$ cat config.mk
export PLATFORM = sky130hd
export DESIGN_NAME = fifo_packet_reader
export DESIGN_NICKNAME = d
export VERILOG_FILES = /design/src/rtl/router_pkg.sv /design/src/rtl/fifo_packet_reader.sv
export SDC_FILE = /design/constraint.sdc
export NUM_CORES = 1
export LEC_CHECK = 0
export CAP_MARGIN = 10
export CORE_MARGIN = 10
export CORE_UTILIZATION = 46
export DETAILED_ROUTE_END_ITERATION = 8
export GPL_ROUTABILITY_DRIVEN = 0
export PLACE_DENSITY = 0.76
export SYNTH_ARGS = -nofsm -noshare
export SYNTH_HDL_FRONTEND = slang
export SYNTH_SLANG_ARGS = --single-unit
export TNS_END_PERCENT = 20
$ cat constraint.sdc
create_clock -name clk -period 2 [get_ports clk]
set_input_delay 0.4 -clock clk [delete_from_list [all_inputs] [get_ports clk]]
set_output_delay 0.4 -clock clk [all_outputs]
set_load 0.01 [all_outputs]
$ cat src/rtl/router_pkg.sv
// Shared router definitions: packet field offsets, reader FSM states and pointer helpers.
package router_pkg;

  localparam int DEST_IDX      = 0;
  localparam int LEN_IDX       = 1;
  localparam int HDR_BYTES     = 2;
  localparam int TRAILER_BYTES = 1;

  // Wide enough for any FIFO pointer in the router; callers zero-extend.
  localparam int PTR_CMP_W = 8;

  typedef enum logic [1:0] {
    IDLE,
    STREAM,
    DRAIN
  } rd_state_t;

  function automatic logic is_empty(input logic [PTR_CMP_W-1:0] rd,
                                    input logic [PTR_CMP_W-1:0] wr);
    return rd == wr;
  endfunction

endpackage

$ cat src/rtl/fifo_packet_reader.sv
// Read side of the router packet FIFO: walks an entry byte by byte, streams it on a
// valid/ready byte bus, checks length and parity, then retires the entry to the writer.
module fifo_packet_reader
  import router_pkg::*;
#(
  parameter int DEPTH     = 4,
  parameter int WIDTH     = 11,
  parameter int UWIDTH    = 8,
  parameter int PTR_SZ    = 2,
  parameter int PTR_IN_SZ = 4
) (
  input  logic                 clk,
  input  logic                 resetn,
  input  logic [PTR_SZ:0]      wr_ptr,
  output logic [PTR_SZ:0]      rd_ptr,
  output logic                 read_en,
  output logic [PTR_SZ-1:0]    raddr,
  output logic [PTR_IN_SZ-1:0] raddr_in,
  input  logic [UWIDTH-1:0]    rdata,
  output logic [UWIDTH-1:0]    out_data,
  output logic                 out_valid,
  input  logic                 out_ready,
  output logic                 out_sop,
  output logic                 out_eop,
  output logic                 out_len_err,
  output logic                 out_parity_err,
  output logic                 busy
);

  localparam int MAX_PAYLOAD = WIDTH - HDR_BYTES - TRAILER_BYTES;

  rd_state_t            state;
  logic [PTR_IN_SZ-1:0] idx;
  logic [PTR_IN_SZ-1:0] last;
  logic [UWIDTH-1:0]    acc;
  logic                 len_flag;
  logic                 fetch;
  logic                 at_last;

  function automatic logic len_over(input logic [UWIDTH-1:0] len);
    return len > UWIDTH'(MAX_PAYLOAD);
  endfunction

  // Index of the parity byte once the length field is known, clamped to the entry size.
  function automatic logic [PTR_IN_SZ-1:0] clamp_last(input logic [UWIDTH-1:0] len);
    if (len_over(len)) return PTR_IN_SZ'(MAX_PAYLOAD + HDR_BYTES);
    return PTR_IN_SZ'(len) + PTR_IN_SZ'(HDR_BYTES);
  endfunction

  function automatic logic [PTR_SZ:0] next_ptr(input logic [PTR_SZ:0] ptr);
    if (ptr[PTR_SZ-1:0] == PTR_SZ'(DEPTH - 1)) return {~ptr[PTR_SZ], {PTR_SZ{1'b0}}};
    return ptr + 1'b1;
  endfunction

  // The read strobe only exists in the cycle whose byte is captured, so the
  // memory is never read while the writer may be filling another entry.
  always_comb begin
    fetch   = 1'b0;
    if (resetn && (state == STREAM) && (idx <= last) && (!out_valid || out_ready))
      fetch = 1'b1;
    at_last  = (idx == last);
    read_en  = fetch;
    raddr    = rd_ptr[PTR_SZ-1:0];
    raddr_in = idx;
  end

  always_ff @(posedge clk) begin
    if (!resetn) begin
      state          <= IDLE;
      rd_ptr         <= '0;
      idx            <= '0;
      last           <= PTR_IN_SZ'(HDR_BYTES);
      acc            <= '0;
      len_flag       <= 1'b0;
      out_data       <= '0;
      out_valid      <= 1'b0;
      out_sop        <= 1'b0;
      out_eop        <= 1'b0;
      out_len_err    <= 1'b0;
      out_parity_err <= 1'b0;
      busy           <= 1'b0;
    end else begin
      case (state)
        IDLE: begin
          busy <= 1'b0;
          if (!is_empty(PTR_CMP_W'(rd_ptr), PTR_CMP_W'(wr_ptr))) begin
            state    <= STREAM;
            busy     <= 1'b1;
            idx      <= '0;
            last     <= PTR_IN_SZ'(HDR_BYTES);
            acc      <= '0;
            len_flag <= 1'b0;
          end
        end

        STREAM: begin
          if (fetch) begin
            out_data       <= rdata;
            out_valid      <= 1'b1;
            out_sop        <= (idx == PTR_IN_SZ'(DEST_IDX));
            out_eop        <= at_last;
            out_len_err    <= at_last && len_flag;
            out_parity_err <= at_last && (acc != rdata);
            idx            <= idx + 1'b1;
            if (!at_last)
              acc <= acc ^ rdata;
            if (idx == PTR_IN_SZ'(LEN_IDX)) begin
              last     <= clamp_last(rdata);
              len_flag <= len_over(rdata);
            end
            if (at_last)
              state <= DRAIN;
          end
        end

        DRAIN: begin
          if (out_valid && out_ready) begin
            out_valid      <= 1'b0;
            out_sop        <= 1'b0;
            out_eop        <= 1'b0;
            out_len_err    <= 1'b0;
            out_parity_err <= 1'b0;
            rd_ptr         <= next_ptr(rd_ptr);
            busy           <= 1'b0;
            state          <= IDLE;
          end
        end

        default: state <= IDLE;
      endcase
    end
  end

endmodule

# Word-level counts from Yosys, hierarchy flattened
# Index checks and enable logic that the tools add are counted.
# classes
n_addsub	3
magnitude_cmp	2
n_eq_ne	13
n_mux	47
bitwise_logic	2
reduce_logical	21
# ops
op	count
2-to-1 mux 4 bit	7
2-to-1 mux 8 bit	3
2-to-1 mux 1 bit	20
one-hot mux 4 bit (2 select lines)	2
one-hot mux 8 bit (2 select lines)	1
one-hot mux 1 bit (2 select lines)	7
AND reduction 4 bit	3
inequality test 2 bit, second input constant	5
> comparator 8 x 4 -> 1 bit, second input constant	1
2-to-1 mux 2 bit	4
inequality test 8 bit	1
bitwise XOR 8 bit	1
logical AND 1 bit	6
2-to-1 mux 3 bit	2
one-hot mux 2 bit (3 select lines)	1
AND reduction 2 bit	3
AND reduction 3 bit	2
nonzero test 2 bit	3
adder 4 x 1 -> 4 bit, second input constant	1
adder 4 x 2 -> 4 bit, second input constant	1
equality test 2 bit, second input constant	2
equality test 4 x 1 -> 1 bit, second input constant	1
equality test 4 bit	1
less-or-equal comparator 4 bit	1
9 further kinds	9
# totals
reg_bits	36
output_inout_bits	24

# Depth between registers and ports, before layout
# logic_depth
word_depth	12
mapped_depth	10
ltp_nobuf	8

# Worst setup path after synthesis
# No wires, ideal clock.
# synth_path
path_type	reg2reg
start	reg idx[1] (netlist: raddr_in[1])
end	reg last[1]
setup_time_ns	0.121
arrival_time_ns	2.085
path_slack_ns	-0.205
path_stages_with_launch	8
path_buffers	1
path_cell_list	dfxtp_1 ha_1 nor2b_1 o2111a_1 or3_1 buf_6 o21ai_4 mux2_2
# synth_between
elab_chain_len	6
elab_cells_between_ends	8
# synth_lines
item	line	text
start: declaration	fifo_packet_reader.sv:33	logic [PTR_IN_SZ-1:0] idx;
start signal: assignment	fifo_packet_reader.sv:104	idx <= idx + 1'b1;
less-or-equal comparator 4 bit	fifo_packet_reader.sv:59	if (resetn && (state == STREAM) && (idx <= last) && (!out_valid || out_ready))
logical AND 1 bit (2 in a row)	fifo_packet_reader.sv:59	
2-to-1 mux 1 bit	fifo_packet_reader.sv:59	
inequality test 2 bit (no source line)	-	
AND reduction 4 bit (no source line) (*)	-	
end signal: assignment	fifo_packet_reader.sv:72	last <= PTR_IN_SZ'(HDR_BYTES);
end signal: assignment	fifo_packet_reader.sv:90	last <= PTR_IN_SZ'(HDR_BYTES);
end signal: assignment	fifo_packet_reader.sv:108	last <= clamp_last(rdata);
end: declaration	fifo_packet_reader.sv:34	logic [PTR_IN_SZ-1:0] last;
# Every way passes the cells marked *; elsewhere a longest branch is shown, timed or not.
# A chain may end at the register's enable or synchronous reset.

# Worst setup path in the final report
# layout_path
start	reg last[1]
end	out read_en
# layout_between
elab_chain_len	4
# layout_lines
item	line	text
less-or-equal comparator 4 bit	fifo_packet_reader.sv:59	
logical AND 1 bit (2 in a row)	fifo_packet_reader.sv:59	
2-to-1 mux 1 bit	fifo_packet_reader.sv:59	
end: declaration	fifo_packet_reader.sv:16	output logic read_en,
# Every way passes these cells.

==> results.txt <==
Post-Synth Simple-Gate Area = 0.245
Iteration-0 DRC Markers = 96
Final min period = 2190 ps
CTS tree = done
Synth Flop Type = dfxtp_1
Worst Hold Endpoint = last[2]$_SDFFE_PN0P_
Clock transition at path regs = 70 ps
Post-layout instance area = 2740 um2
Initial Utilization = 0.489
WP data required = 1600 ps
Post-Synthesis Cell Area = 1850 um2
Chip Width = 83.3 um
Final setup viols = 13
Crit path cell chain = inv_2 > ha_4 > nor2b_4 > o2111a_2 > or3_4 > inv_4 > buf_6
RSZ-0062 raised after global routing = yes
CTS Buf Count = 5
EDFF count, synth = 0
P_leak = 1.14 nW
Vias per cell = 5.33
Core Util, Final = 0.727
Cells after DPL = 331
Routed wire length = 5.16 mm
Adder-Cell Fraction of Synth Area = 0.0610
Worst hold start = last[2]$_SDFFE_PN0P_
Std cell rows = 22
Yosys top cell by area = dfxtp_1
Worst-margin pin slew = 384 ps
Final Skew = 7.90 ps
Xor/xnor cell area share of the yosys netlist = 0.0285
Synth warn = 0
Initial DRT Pass Iterations = 4
First-pass GRT wire length = 8.41 mm
Kind of critical path = reg2out
Vias = 1817
Mux contribution to synthesized area = 0.0224
Total grt overflow = 0
Post-Syn Instances = 215
Layout area overhead = 48.5%
Compound-Gate Fraction of Synth Area = 0.197
Final hold slack = 462 ps
Cts hold-fix bufs = 0
Layout cell share with drive strength beyond 1 = 0.276
Largest net degree at the start of global routing = 26
Worst slack at placement = -598 ps
Crit share post-route = 1.10
Register bit total from synthesis = 36
Max-cap violations = 0
Post-detail-place hpwl = 3.86 mm
Main combinational cell family by area after synthesis = simple AND/OR/NAND/NOR gates
Crit path largest cell delay = 350 ps
Die ar. = 6950 um2
Pins over their slew limit = 0
Synth area leaders = dfxtp_1 39%, nand2_1 7.3%, ha_1 6.1%, a21boi_0 4.1%, nand2b_1 3.4%
Die Y = 83.3 um
Vias in the first global route = 1754
Yosys top cell area share = 0.391
Design Power = 1.55 mW
Failing checks = setup timing
Most frequent cells in the layout = 40 x buf_4, 36 x nand2_1, 36 x clkdlybuf4s50_1
Max Fanout on Critical Path = 4
Status = finished, violations left
# clock sinks = 36
ANT cells = 0
Post-layout nets = 315
Post-DP Area = 2570 um2
WL per Instance = 15.1 um
Tot GR Track Use = 0.145
Maximum VDD drop = 447 uV
R2r endpoint = last[1]$_SDFFE_PN1P_
WP data arrival = 1790 ps
Port bufs = 37
Final Non-Filler Cells = 341
Num ports = 38
Buffers & Inverters on Critical Path = 3
Worst-Skew Late Latency = 290 ps
H-tree levels = 2
Fin. Hold Viols = 0
Pwr Density = 567 nW/um2
Clock Path Buffers = 2
DRC viols = 0
Most common library cell in the layout ignoring fill and taps = buf_4
Count of cell types in the netlist = 44
Critical-path top delay cell = or3_4
Syn avg cell area = 8.58 um2
Antenna violations before repair = 0
Syn nets = 238
Min-Delay Path Depth = 2
TNS Setup = -1120 ps
CP delay by family, top = simple AND/OR/NAND/NOR gates
HP Class = reg2reg
Rel. slew slack = 0.742
Asr flop ratio synth = 0
Worst R2R Start = last[1]$_SDFFE_PN1P_
Antenna-violating nets left = 0
Core area = 3770 um2
Crit path launch type = register
Worst Setup End Kind = output pin
Setup ws final = -194 ps
Root buf cell = clkbuf_8
Flop-to-flop setup slack = -160 ps
Fmax = 456 MHz
Reg2Reg Depth = 8
Post-synthesis sequential area ratio = 0.391
timing repair:
| item | in CTS | in global routing |
|---|---|---|
| buffers inserted | 1 | 1 |
| endpoints found under the hold margin | 0 | 0 |
| pin swaps | 2 | 0 |
| setup endpoints to repair | 7 | 21 |
| gates resized for setup | 10 | 13 |
logic make-up after synthesis:
kind of cell | after synthesis
AO/OA/AOI/OAI | 51
XOR/XNOR | 6
adder cells (fa/ha/maj) | 9
buffers and inverters | 19
flip-flops | 36
multiplexers | 4
AND/OR/NAND/NOR | 90
synthesized netlist by cell type (2+ instances only):
cell type and instances:
or3_1 3, a21oi_1 11, nor2b_1 10, nor3_1 5, a21boi_0 10, inv_1 9, a21boi_1 2, ha_1 9
o21ai_0 8, clkbuf_1 4, a21bo_2 2, a21o_1 5, dfxtp_1 36, buf_6 3, nor4_1 2, mux2i_1 3
nor2_1 8, xnor2_1 6, buf_4 2, nand2_1 36, nand3_1 5, nand2b_1 10, nand4_1 5
flip-flops by register name, indices dropped and copies added (netlist names):
signal,flops
raddr_in,4
out_parity_err,1
len_flag,1
last,4
out_eop,1
rd_ptr,3
state,2
out_sop,1
out_len_err,1
acc,8
out_valid,1
busy,1
out_data,8
power by group:
group,total (mW),internal (mW),switching [mW]
combinational,0.285,0.153,0.133
clock,0.507,0.242,0.265
sequential,0.761,0.744,0.0170
total,1.55,1.14,0.414
metal layers:
metal  routed length (um)  part of all wire  track usage  vias up
met5                    0                 0            0        -
met3                  288             0.056       0.0547       14
li1                     -                 -            -      907
met4                  140             0.027       0.0677        0
met1                 2150              0.42        0.159      851
met2                 2590              0.50        0.241       45
worst register-to-register path: stages (launching register included):
cell,delay [ps]
dfxtp_2,320
inv_2,40
ha_4,250
nor2b_4,120
o2111a_2,270
or3_4,350
buf_4,220
o21ai_4,170
mux2_4,300
worst max-delay path by stage:
stage                          to  slack [ps]            startpoint  cells after the start
after global placement    read_en        -600                resetn                      6
after floorplan           read_en          -7  last[1]$_SDFFE_PN1P_                      8
after global routing      read_en        -260  last[3]$_SDFFE_PN0P_                      7
final                     read_en        -190  last[1]$_SDFFE_PN1P_                      7
after detailed placement  read_en        -600                resetn                      6
after CTS                 read_en        -180  last[1]$_SDFFE_PN1P_                      7
area by class of cell:
type	instances	area, um2
clock buffers	5	68.8
clock inverters	3	18.8
fillers	274	1030
inverters	10	40.0
multi-input cells	160	1130
flip-flops and latches	36	731
well taps	48	60.1
repair buffers	79	694
No activity file was read; power rests on OpenSTA's default activity.
